[src/rtl/banner_overlay_compositor.sv]
// banner_overlay_compositor: overlays a ROM-backed banner sprite on a scene pixel stream, with a frame-synchronous show/blink FSM.
// Latency: pix_valid -> color_valid is ROM_LATENCY+2 cycles, fixed; every cycle advances the pipeline, valid or not.
// Backpressure: none; the stream is free-running. Optional macro OVERLAY_BORDER_EN adds a 1-pixel border in BORDER_COLOR.
module banner_overlay_compositor #(
  parameter int SPRITE_W = 122,
  parameter int SPRITE_H = 26,
  parameter int SPRITE_L = 18,
  parameter int SPRITE_T = 46,
  parameter int ADDR_W = 12,
  parameter int COLOR_W = 3,
  parameter logic [COLOR_W-1:0] TRANSPARENT = 3'b101,
  parameter int ROM_LATENCY = 1,
  parameter int BLINK_ON_FRAMES = 30,
  parameter int BLINK_OFF_FRAMES = 15
`ifdef OVERLAY_BORDER_EN
  , parameter logic [COLOR_W-1:0] BORDER_COLOR = 3'b000
`endif
) (
  input  logic               clk,
  input  logic               reset,
  input  logic               frame_tick,
  input  logic               pix_valid,
  input  logic [7:0]         x,
  input  logic [7:0]         y,
  input  logic [COLOR_W-1:0] scene_color,
  input  logic               overlay_en,
  input  logic               blink_en,
  output logic [ADDR_W-1:0]  rom_addr,
  input  logic [COLOR_W-1:0] rom_q,
  output logic [COLOR_W-1:0] color,
  output logic               color_valid,
  output logic               visible
);

  // Context travels 1 (address register) + ROM_LATENCY stages so it lines up with rom_q.
  localparam int DLY = 1 + ROM_LATENCY;
  localparam int AW8 = ADDR_W + 8;
  localparam int CNT_MAX = (BLINK_ON_FRAMES > BLINK_OFF_FRAMES) ? BLINK_ON_FRAMES : BLINK_OFF_FRAMES;
  localparam int CNT_W = (CNT_MAX > 1) ? $clog2(CNT_MAX) : 1;

  // Window limits at 9 bits so that L+W = 256 does not wrap to 0.
  localparam logic [8:0] WIN_L = 9'(SPRITE_L);
  localparam logic [8:0] WIN_R = 9'(SPRITE_L + SPRITE_W);
  localparam logic [8:0] WIN_T = 9'(SPRITE_T);
  localparam logic [8:0] WIN_B = 9'(SPRITE_T + SPRITE_H);

  localparam logic [CNT_W-1:0] ON_LAST  = CNT_W'(BLINK_ON_FRAMES - 1);
  localparam logic [CNT_W-1:0] OFF_LAST = CNT_W'(BLINK_OFF_FRAMES - 1);

  typedef enum logic [1:0] {
    ST_OFF   = 2'd0,
    ST_ON    = 2'd1,
    ST_BLANK = 2'd2
  } state_t;

  typedef struct packed {
    logic               vld;
    logic               in_win;
    logic               vis;
`ifdef OVERLAY_BORDER_EN
    logic               border;
`endif
    logic [COLOR_W-1:0] scene;
  } ctx_t;

  state_t             state_q;
  logic [CNT_W-1:0]   cnt_q;
  logic [CNT_W-1:0]   cnt_inc_d;
  logic               visible_q;

  logic [8:0]         x9;
  logic [8:0]         y9;
  logic               in_win_d;
  logic [AW8-1:0]     row_off;
  logic [AW8-1:0]     col_off;
  logic [ADDR_W-1:0]  addr_d;
  logic [ADDR_W-1:0]  rom_addr_q;

  ctx_t               ctx_d;
  ctx_t [DLY-1:0]     ctx_q;
  ctx_t               ctx_o;

  logic [COLOR_W-1:0] color_d;
  logic [COLOR_W-1:0] color_q;
  logic               color_valid_q;

  // ---------------------------------------------------------------------------
  // Stage 0: window test and row-major sprite address, purely combinational.
  // ---------------------------------------------------------------------------
  assign x9 = {1'b0, x};
  assign y9 = {1'b0, y};

  assign in_win_d = (x9 >= WIN_L) && (x9 < WIN_R) && (y9 >= WIN_T) && (y9 < WIN_B);

  // Offsets are only meaningful inside the window; outside, the address is forced to 0.
  assign row_off = AW8'(y) - AW8'(SPRITE_T);
  assign col_off = AW8'(x) - AW8'(SPRITE_L);
  assign addr_d  = in_win_d ? ADDR_W'(row_off * AW8'(SPRITE_W) + col_off) : '0;

`ifdef OVERLAY_BORDER_EN
  // Border ring one pixel outside the sprite; signed compares drop edges beyond 0..255.
  localparam logic signed [10:0] BL_S = 11'(SPRITE_L - 1);
  localparam logic signed [10:0] BR_S = 11'(SPRITE_L + SPRITE_W);
  localparam logic signed [10:0] BT_S = 11'(SPRITE_T - 1);
  localparam logic signed [10:0] BB_S = 11'(SPRITE_T + SPRITE_H);

  logic signed [10:0] xs;
  logic signed [10:0] ys;
  logic               border_d;

  assign xs = signed'({3'b000, x});
  assign ys = signed'({3'b000, y});
  assign border_d = (((ys == BT_S) || (ys == BB_S)) && (xs >= BL_S) && (xs <= BR_S)) ||
                    (((xs == BL_S) || (xs == BR_S)) && (ys >= BT_S) && (ys <= BB_S));
`endif

  // Pixel context sampled together with the FSM output, so a state change never splits a pixel.
  always_comb begin
    ctx_d        = '0;
    ctx_d.vld    = pix_valid;
    ctx_d.in_win = in_win_d;
    ctx_d.vis    = visible_q;
`ifdef OVERLAY_BORDER_EN
    ctx_d.border = border_d;
`endif
    ctx_d.scene  = scene_color;
  end

  // ---------------------------------------------------------------------------
  // Stage 1 and ROM wait: registered ROM address plus the context delay line.
  // ---------------------------------------------------------------------------

  // Register the sprite ROM address.
  always_ff @(posedge clk) begin
    if (reset) begin
      rom_addr_q <= '0;
    end else begin
      rom_addr_q <= addr_d;
    end
  end

  // Shift pixel context alongside the ROM access; reset drops in-flight pixels.
  always_ff @(posedge clk) begin
    if (reset) begin
      ctx_q <= '0;
    end else begin
      ctx_q[0] <= ctx_d;
      for (int i = 1; i < DLY; i++) begin
        ctx_q[i] <= ctx_q[i-1];
      end
    end
  end

  assign ctx_o = ctx_q[DLY-1];

  // ---------------------------------------------------------------------------
  // Output stage: pick sprite, border or scene colour for the aligned pixel.
  // ---------------------------------------------------------------------------

  // Select the composited colour; transparent ROM texels let the scene through.
  always_comb begin
    color_d = ctx_o.scene;
    if (ctx_o.in_win && ctx_o.vis && (rom_q != TRANSPARENT)) begin
      color_d = rom_q;
    end
`ifdef OVERLAY_BORDER_EN
    if (ctx_o.border && ctx_o.vis) begin
      color_d = BORDER_COLOR;
    end
`endif
  end

  // Register the final colour and its valid flag.
  always_ff @(posedge clk) begin
    if (reset) begin
      color_q       <= '0;
      color_valid_q <= 1'b0;
    end else begin
      color_q       <= color_d;
      color_valid_q <= ctx_o.vld;
    end
  end

  // ---------------------------------------------------------------------------
  // Show/blink FSM: moves only on frame_tick so a banner never changes mid-frame.
  // ---------------------------------------------------------------------------

  // Saturating increment keeps the frame counter from wrapping.
  assign cnt_inc_d = (cnt_q == {CNT_W{1'b1}}) ? cnt_q : cnt_q + CNT_W'(1);

  // State, frame counter and registered visible flag, updated on frame ticks.
  always_ff @(posedge clk) begin
    if (reset) begin
      state_q   <= ST_OFF;
      cnt_q     <= '0;
      visible_q <= 1'b0;
    end else if (frame_tick) begin
      unique case (state_q)
        ST_OFF: begin
          cnt_q <= '0;
          if (overlay_en) begin
            state_q   <= ST_ON;
            visible_q <= 1'b1;
          end
        end
        ST_ON: begin
          if (!overlay_en) begin
            state_q   <= ST_OFF;
            cnt_q     <= '0;
            visible_q <= 1'b0;
          end else if (blink_en && (cnt_q == ON_LAST)) begin
            state_q   <= ST_BLANK;
            cnt_q     <= '0;
            visible_q <= 1'b0;
          end else if (blink_en) begin
            cnt_q <= cnt_inc_d;
          end else begin
            cnt_q <= '0;
          end
        end
        ST_BLANK: begin
          if (!overlay_en) begin
            state_q   <= ST_OFF;
            cnt_q     <= '0;
            visible_q <= 1'b0;
          end else if (!blink_en || (cnt_q == OFF_LAST)) begin
            state_q   <= ST_ON;
            cnt_q     <= '0;
            visible_q <= 1'b1;
          end else begin
            cnt_q <= cnt_inc_d;
          end
        end
        default: begin
          state_q   <= ST_OFF;
          cnt_q     <= '0;
          visible_q <= 1'b0;
        end
      endcase
    end
  end

  assign rom_addr    = rom_addr_q;
  assign color       = color_q;
  assign color_valid = color_valid_q;
  assign visible     = visible_q;

endmodule

[config.mk]
export PLATFORM = sky130hd
export DESIGN_NAME = banner_overlay_compositor
export DESIGN_NICKNAME = d
export VERILOG_FILES = /design/src/rtl/banner_overlay_compositor.sv
export SDC_FILE = /design/constraint.sdc
export NUM_CORES = 1
export LEC_CHECK = 0
export CORE_MARGIN = 4
export CORE_UTILIZATION = 45
export DETAILED_ROUTE_END_ITERATION = 10
export PLACE_DENSITY = 0.68
export SETUP_SLACK_MARGIN = 0.1
export SLEW_MARGIN = 10
export SYNTH_ARGS = -nofsm -noshare
export SYNTH_HDL_FRONTEND = slang
export SYNTH_SLANG_ARGS = --single-unit
[constraint.sdc]
create_clock -name clk -period 7.3 [get_ports clk]
set_clock_uncertainty 0.2 [all_clocks]
set_input_delay 1.825 -clock clk [delete_from_list [all_inputs] [get_ports clk]]
set_output_delay 1.825 -clock clk [all_outputs]
set_load 0.05 [all_outputs]
==> reports/metrics.yaml <==
p_sw_w: 0.000419
drc: 0
clock_latency_ps: 280
h-tree-depth: 2
synthArstFlopShare_pct: 0
critPathLaunchType: "primary input"
start_util_pct: 47.0
p_leak_nw: 1.56
hold_buffers: 0
drv_cap: 0
via_per_inst: 4.92
cp_cell_sequence: "clkdlybuf4s50_1 -> ha_1 -> a21o_4 -> xor2_2 -> ha_1 -> inv_1 -> fa_1 -> fa_1 -> inv_1 -> ha_1 -> a21o_1 -> a21oi_1 -> o21bai_1 -> a21oi_1 -> xnor2_1 -> ha_1 -> nand2_1 -> a211oi_1 -> or3_1 -> o21ai_1"
path_max_fanout: 5
coreArea_sq_mm: 0.00599
grt_usage_pct: 14.6
cts_tree: "yes"
wl_mm: 5.26
nets: 449
critPathRequiredTime_ps: 7310
switching_share_pct: 40.5
drive_gt1_share_pct: 4.35
synth_cell_type_count: 45
crit_arrival_ps: 6550
dr.pass1.iters: 4
clockPowerShare_pct: 13.6
hp-class: "reg2reg"
num_antenna_cells: 0
max_freq_ghz: 0.153
cts_made_buffers: 5
vias: 2179
die_x_microns: 87.1
setup_viol: 0
first_iter_violations: 49
synth-edff-count: 0
worst_path_most_repeated_cell: "ha_1"
cp_top_family: "adder cells"
grt_start_max_net_pins: 25
io_pins: 45
grt.met2_usage_pct: 26.2
synth-seq-cells: 36
avgSynthCellArea_sq_um: 8.85
grt_setup_unrepaired: "false"
cts-resized-gates: 0
cp-end-kind: "flop"
hold_slack_ps: 238
die_height_microns: 87.1
power.density_mw_per_mm2: 301
max_stage_delay_ps: 600
yosysSeqAreaShare_pct: 25.6
crit_type: "in2reg"
finalCriticalPeriod_ps: 6540
worst_path_max_delay_cell: "fa_1"
worstMarginPinSlew_ps: 891
synth_fp_nets: 400
setup_tns_ps: 0
dp.final_hpwl_mm: 4.53
num-fill-cells: 542
syn_area_sq_mm: 0.00282
intPower_w: 0.000615
grt_pass1_vias: 2108
place_congestion: 0.809
io_buffers: 44
use_met1_pct: 18.3
slew_viol_final: 0
grt_pass1_wl_mm: 8.97
postRouteAntennaNets: 0
grt-busiest-layer: "met2"
max-clock-path-buffers: 2
p_comb_share_pct: 66.3
wl_per_cell_microns: 11.9
crit_buf_inv: 3
synth-main-ff-cell: "dfxtp_1"
relSlewSlack_pct: 40.4
die_area_sq_mm: 0.00759
syn_inst: 318
met3_usage_pct: 1.80
path_clk_slew_ps: 70
cts-root-buf: "clkbuf_8"
rows: 28
hold_viol: 0
yosys_warnings: 0
clkSinkCount: 36
postCtsSetupRepairBufs: 0
syn_to_final_growth_pct: 22.1
gr-total-overflow: 0
power_frac_seq_pct: 20.1
status: "finished clean"
antenna_found_initial: 0
fin_crit_sh_pct: 89.6
irDropWorstVdd_uv: 189
## power groups by stage
stage	registers, W	clock network (W)	logic, W
after floorplan	0.000228	0	0.000552
after global placement	0.000212	0	0.000682
after detailed placement	0.000212	0	0.000688
after CTS	0.000207	0.000146	0.000694
after global routing	0.000208	0.000155	0.000779
final	0.000207	0.000141	0.000686
## worst paths after layout
path / startpoint / end / depth (start not counted) / slack [ps]
hold / removal: ctx_q[0]$_SDFF_PP0_ / ctx_o[0]$_SDFF_PP0_ / 1 / 240
setup / recovery: y[1] / rom_addr[11]$_SDFF_PP0_ / 20 / 760
setup reg to reg: state_q[0]$_SDFFE_PP0P_ / cnt_q[0]$_SDFFE_PP0P_ / 8 / 5180
hold reg to reg: ctx_q[0]$_SDFF_PP0_ / ctx_o[0]$_SDFF_PP0_ / 1 / 240
## logic make-up (layout without fill, tap and decap cells)
group	count (synthesis)	count (layout)	synth area share, %
and+or+nand+nor	81	81	14.7
AOI/OAI and AO/OA	61	61	14.0
buffers and inverters	58	108	7.78
adders and majority gates	54	54	28.3
DFF	36	36	25.6
xor gates and xnor gates	28	28	9.73
## registers in the layout, indices dropped and copies added (netlist names)
signal	flops
rom_addr	12
ctx_o	6
ctx_q	6
cnt_q	5
color	3
state_q	2
color_valid	1
visible	1
## metrics by stage
| step | setup slack (ps) | area, sq um | power [W] | instances | util, % |
|---|---|---|---|---|---|
| CTS | 724 | 3440 | 0.00105 | 443 | 57.4 |
| finish | 758 | 3440 | 0.00103 | 443 | 57.4 |
| global route | 466 | 3440 | 0.00114 | 443 | 57.4 |
| floorplan | 1280 | 2820 | 0.000780 | 318 | - |
| detailed placement | 426 | 3340 | 0.000900 | 435 | 55.8 |
| global placement | 551 | 3340 | 0.000894 | 435 | 55.8 |
## per-layer routing
| metal | part of all wire (%) | wire [microns] |
|---|---|---|
| met3 | 3.7 | 194 |
| met2 | 50 | 2630 |
| met1 | 45 | 2370 |
| met4 | 1.1 | 60 |
| met5 | 0 | 0 |
## Yosys cell counts (all sizes together) (2+ instances only)
cell type,number,area (sq um)
nand2,15,56.3
and2,4,25.0
ha,38,475
o21a,2,15.0
o21ai,16,83.8
clkbuf,2,7.51
a21o,5,45.0
nor2,28,105
a21oi,21,105
nand2b,5,31.3
xor2,12,113
or3,2,12.5
xnor2,15,139
nor3,5,25.0
o2111ai,2,17.5
nor4,2,27.5
a31oi,2,12.5
and3,2,13.8
dfxtp,36,721
inv,55,206
nor2b,14,87.6
nand3,2,10.0
fa,16,320
a211oi,3,22.5
## cell type report
type	count	area, sq um	area share [%]
clock inverter	1	7.51	0.218
inverter	55	206	6.00
multi-input combinational	224	1880	54.5
sequential	36	721	21.0
tap	75	93.8	2.73
clock buffer	7	86.3	2.51
timing repair buffer	45	448	13.0
## cell usage in the layout (no fill, tap or decap), types with 6 or more instances in the layout
cell              n
a21oi_1          21
clkbuf_8          6
clkdlybuf4s50_1  44
dfxtp_1          36
fa_1             16
ha_1             38
inv_1            55
nand2_1          15
nor2_1           28
nor2b_1          14
o21ai_0          13
xnor2_1          14
xor2_1           11
Note: power is estimated with default switching activity, not from simulation.
